**config.mk**
```make
export PLATFORM = sky130hd
export DESIGN_NAME = wb_regfile
export DESIGN_NICKNAME = d
export VERILOG_FILES = /design/src/rtl/wb_regfile.sv
export SDC_FILE = /design/constraint.sdc
export NUM_CORES = 1
export LEC_CHECK = 0
export ABC_AREA = 1
export BUFFER_PORTS_ARGS = -buffer_cell sky130_fd_sc_hd__buf_2
export CAP_MARGIN = 30
export CORE_UTILIZATION = 55
export DETAILED_ROUTE_END_ITERATION = 10
export HOLD_SLACK_MARGIN = 0.08
export PLACE_DENSITY = 0.74
export SYNTH_ARGS = -nofsm -noshare
export SYNTH_HDL_FRONTEND = slang
export SYNTH_SLANG_ARGS = --single-unit
```
**constraint.sdc**
```tcl
create_clock -name clk -period 2.6 [get_ports clk]
set_input_delay 0 -clock clk [delete_from_list [all_inputs] [get_ports clk]]
set_output_delay 0 -clock clk [all_outputs]
set_load 0.01 [all_outputs]
```
**src/rtl/wb_regfile.sv**
```systemverilog
// Writeback register file: 16 x DATA_WIDTH registers, Z/C/V flags and a retire counter.
// Optional build macro QSPA_WB_BYPASS_EN enables same-cycle write-through forwarding.
package qspa_pkg;
  localparam int DATA_WIDTH = 16;
endpackage

module wb_regfile #(
  parameter int NUM_REGS  = 16,
  parameter int CNT_WIDTH = 32
) (
  input  logic                           clk,
  input  logic                           rst,
  input  logic                           wb_stall,
  input  logic [qspa_pkg::DATA_WIDTH-1:0] wb_alu_result,
  input  logic [3:0]                     wb_rd_addr,
  input  logic                           wb_we,
  input  logic                           wb_flag_we,
  input  logic                           wb_flag_zero,
  input  logic                           wb_flag_carry,
  input  logic                           wb_flag_ovf,
  input  logic [3:0]                     rs1_addr,
  input  logic [3:0]                     rs2_addr,
  output logic [qspa_pkg::DATA_WIDTH-1:0] rs1_data,
  output logic [qspa_pkg::DATA_WIDTH-1:0] rs2_data,
  output logic                           flag_zero,
  output logic                           flag_carry,
  output logic                           flag_ovf,
  output logic [CNT_WIDTH-1:0]           retire_count
);

  logic [qspa_pkg::DATA_WIDTH-1:0] regs [NUM_REGS];
  logic                            z_q, c_q, v_q;
  logic [CNT_WIDTH-1:0]            cnt_q;
  logic                            commit, reg_wr, flag_wr;
  logic [qspa_pkg::DATA_WIDTH-1:0] arr1, arr2;

  // A stalled cycle holds the EX/WB register, so it must not commit again.
  assign commit  = !rst && !wb_stall;
  assign reg_wr  = commit && wb_we && (wb_rd_addr != 4'd0);
  assign flag_wr = commit && wb_flag_we;

  always_ff @(posedge clk) begin
    if (rst) begin
      for (int i = 0; i < NUM_REGS; i++) regs[i] <= '0;
      z_q   <= 1'b0;
      c_q   <= 1'b0;
      v_q   <= 1'b0;
      cnt_q <= '0;
    end else begin
      if (reg_wr) regs[wb_rd_addr] <= wb_alu_result;
      if (flag_wr) begin
        z_q <= wb_flag_zero;
        c_q <= wb_flag_carry;
        v_q <= wb_flag_ovf;
      end
      // Writes to r0 are dropped but still retire; bubbles do not.
      if (commit && (wb_we || wb_flag_we)) cnt_q <= cnt_q + CNT_WIDTH'(1);
    end
  end

  assign arr1 = (rs1_addr == 4'd0) ? '0 : regs[rs1_addr];
  assign arr2 = (rs2_addr == 4'd0) ? '0 : regs[rs2_addr];

`ifdef QSPA_WB_BYPASS_EN
  assign rs1_data   = (reg_wr && rs1_addr == wb_rd_addr) ? wb_alu_result : arr1;
  assign rs2_data   = (reg_wr && rs2_addr == wb_rd_addr) ? wb_alu_result : arr2;
  assign flag_zero  = flag_wr ? wb_flag_zero  : z_q;
  assign flag_carry = flag_wr ? wb_flag_carry : c_q;
  assign flag_ovf   = flag_wr ? wb_flag_ovf   : v_q;
`else
  assign rs1_data   = arr1;
  assign rs2_data   = arr2;
  assign flag_zero  = z_q;
  assign flag_carry = c_q;
  assign flag_ovf   = v_q;
`endif

  assign retire_count = cnt_q;

endmodule

```
==> reports/qor.yml <==
cts:
  cts_tree: "yes"
  cts_max_level: 2
  cts.clk_slew.worst_paths_ns: 0.05
  clock_latency_ns: 0.51
  cts_num_sinks: 291
  numCtsBuffers: 34
  cts_setup_buffers: 0
  cts_buffer_depth: 3
  post_cts_resize_count: 0
  clockRootBuffer: "clkbuf_16"
  ctsHoldBuffers: 12
critical_path:
  r2r_slack_ns: 0.72
  crit_type: "in2out"
  critPathMaxFanout: 19
  cp.arrival_ns: 2.28
  crit_path_end_kind: "output pin"
  cp_data_required_time_ns: 2.60
  startpoint_type: "input pin"
sta:
  fin_setup_tns_ns: 0
  final.period_utilization: 0.877
  worst_pin_slew_ns: 0.912
  setup_viol: 0
  max_freq_ghz: 0.439
  period_minus_slack_ns: 2.28
  holdWs_ns: 0.110
  relSlewSlack: 0.392
  finalHoldViolCount: 0
  final_max_slew_viol_count: 0
  grt_setup_unrepaired: "false"
  finClkSkew_ns: 0.00836
floorplanning:
  die_area_sq_um: 30200
  start_util: 0.561
  pin_count: 103
  core_area_sq_um: 28900
  die_h_um: 174
  die_w_um: 174
  row_count: 62
routing:
  viasPerCell: 5.84
  wirelength_um: 51800
  first_iter_violations: 2025
  wl_per_cell_um: 20.0
  drc: 0
  routed-via-count: 15126
  drtPass1Iterations: 6
  antenna_left: 0
placement:
  port_buffers: 102
  dp_hpwl_um: 33500
  dp.cells: 2519
  gp_congestion: 0.942
power_and_ir_drop:
  powerDensity_nw_per_um2: 623
  leakagePower_nw: 8.01
  irDropWorstVdd_mv: 0.400
  p_total_mw: 11.4
final_layout:
  fin_nets: 2220
  drive_above_1_share: 0.0951
  num_antenna_cells: 0
  stdcell_count: 2592
  layout_common_cells: "nand2_1, nor2_1, edfxtp_1, inv_1, nand3_1"
  area_growth_syn_to_layout_pct: 12.9
  final_common_cell: "nand2_1"
yosys:
  netlist_area_sq_um: 16200
  netlist.area_leader.share: 0.474
  ys_seq_elements: 291
  synth_area_per_cell_sq_um: 7.70
  synth_top_cell_by_area: "edfxtp_1"
  synthTopCellsByArea: "edfxtp_1, nand2_1, nor2_1"
  syn-instance-count: 2104
  seq_area_frac_synth: 0.518
  synth.distinct_cells: 32
  yosysWarningCount: 0
run_status:
  status: "finished, final reports clean"
global_route:
  grt_max_degree: 164
  track_usage: 0.343
  grt_pass1_wl_um: 79500
  grt_pass1_vias: 14059
  antenna_found_initial: 2
  grt.overflow.total: 0
flow_run:
  drv_cap: 0
hold_path:
  min_path_type: "in2reg"
-- report_power, final --
group          leakage (nW)  switching, mW  internal [mW]
clock network         0.509           1.85           2.67
registers              2.72         0.0938           5.31
logic                  4.78           1.06          0.412
total                  8.01           3.01           8.39
-- cell usage after synthesis (all sizes together) --
cell type / number
nand2: 506
nor2: 355
inv: 261
edfxtp: 256
nand3: 212
o21ai: 140
a21oi: 108
clkbuf: 80
o211ai: 64
buf: 56
dfxtp: 35
nand4: 10
nor3: 6
nor4: 3
a31oi: 2
xnor2: 2
xor2: 2
and2: 1
clkinv: 1
conb: 1
ha: 1
nand3b: 1
o21a: 1
-- layout make-up --
type                    instances  area, sq um
clock buffers                  43          948
clock inverters                18          101
fillers                      2526        10600
inverters                     262          983
multi-input cells            1430         6320
flip-flops and latches        291         8390
well taps                     384          480
repair buffers                164         1070
-- layer usage --
| layer | vias to the layer above | GRT usage | routed length (um) |
|---|---|---|---|
| li1 | 6992 | - | - |
| met1 | 6976 | 0.471 | 20400 |
| met2 | 990 | 0.536 | 23300 |
| met3 | 168 | 0.0568 | 5630 |
| met4 | 0 | 0.156 | 2450 |
| met5 | - | 0 | 0 |
-- path summary, 6_finish.rpt --
kind	start	endpoint	cells after the start
worst max register to register	retire_count[1]$_SDFFE_PP0P_	retire_count[20]$_SDFFE_PP0P_	8
worst min-delay path	wb_stall	retire_count[1]$_SDFFE_PP0P_	6
worst max-delay path	rs1_addr[2]	rs1_data[14]	9
worst min register to register	retire_count[7]$_SDFFE_PP0P_	retire_count[7]$_SDFFE_PP0P_	2
-- sequential cells by signal, summed over array words and instances (netlist names) --
signal        count
flag_ovf          1
retire_count     32
flag_zero         1
flag_carry        1
regs            256
-- logic make-up after synthesis --
logic type / Yosys count / synth area share
buffers and inverters: 398 / 0.0963
adders and majority gates: 1 / 0.000772
xor gates and xnor gates: 4 / 0.00216
and+or+nand+nor: 1094 / 0.275
AOI/OAI and AO/OA: 315 / 0.107
other: 1 / 0.000231
DFF: 291 / 0.518
-- critical path: stages --
cell     delay (ns)
buf_2          0.51
inv_2          0.38
nor2_2         0.31
buf_4          0.25
nand2_1        0.07
nand2_1        0.06
inv_1          0.04
a21oi_1        0.42
buf_2          0.22
-- through the flow --
stage	instance area, sq um	util	setup slack (ns)
after floorplan	16300	-	0.973
after global placement	17100	0.593	0.510
final	18300	0.634	0.320
after global routing	18300	0.634	0.154
after detailed placement	17100	0.593	0.489
after CTS	18300	0.634	0.409
(Power assumes the default switching activity.)
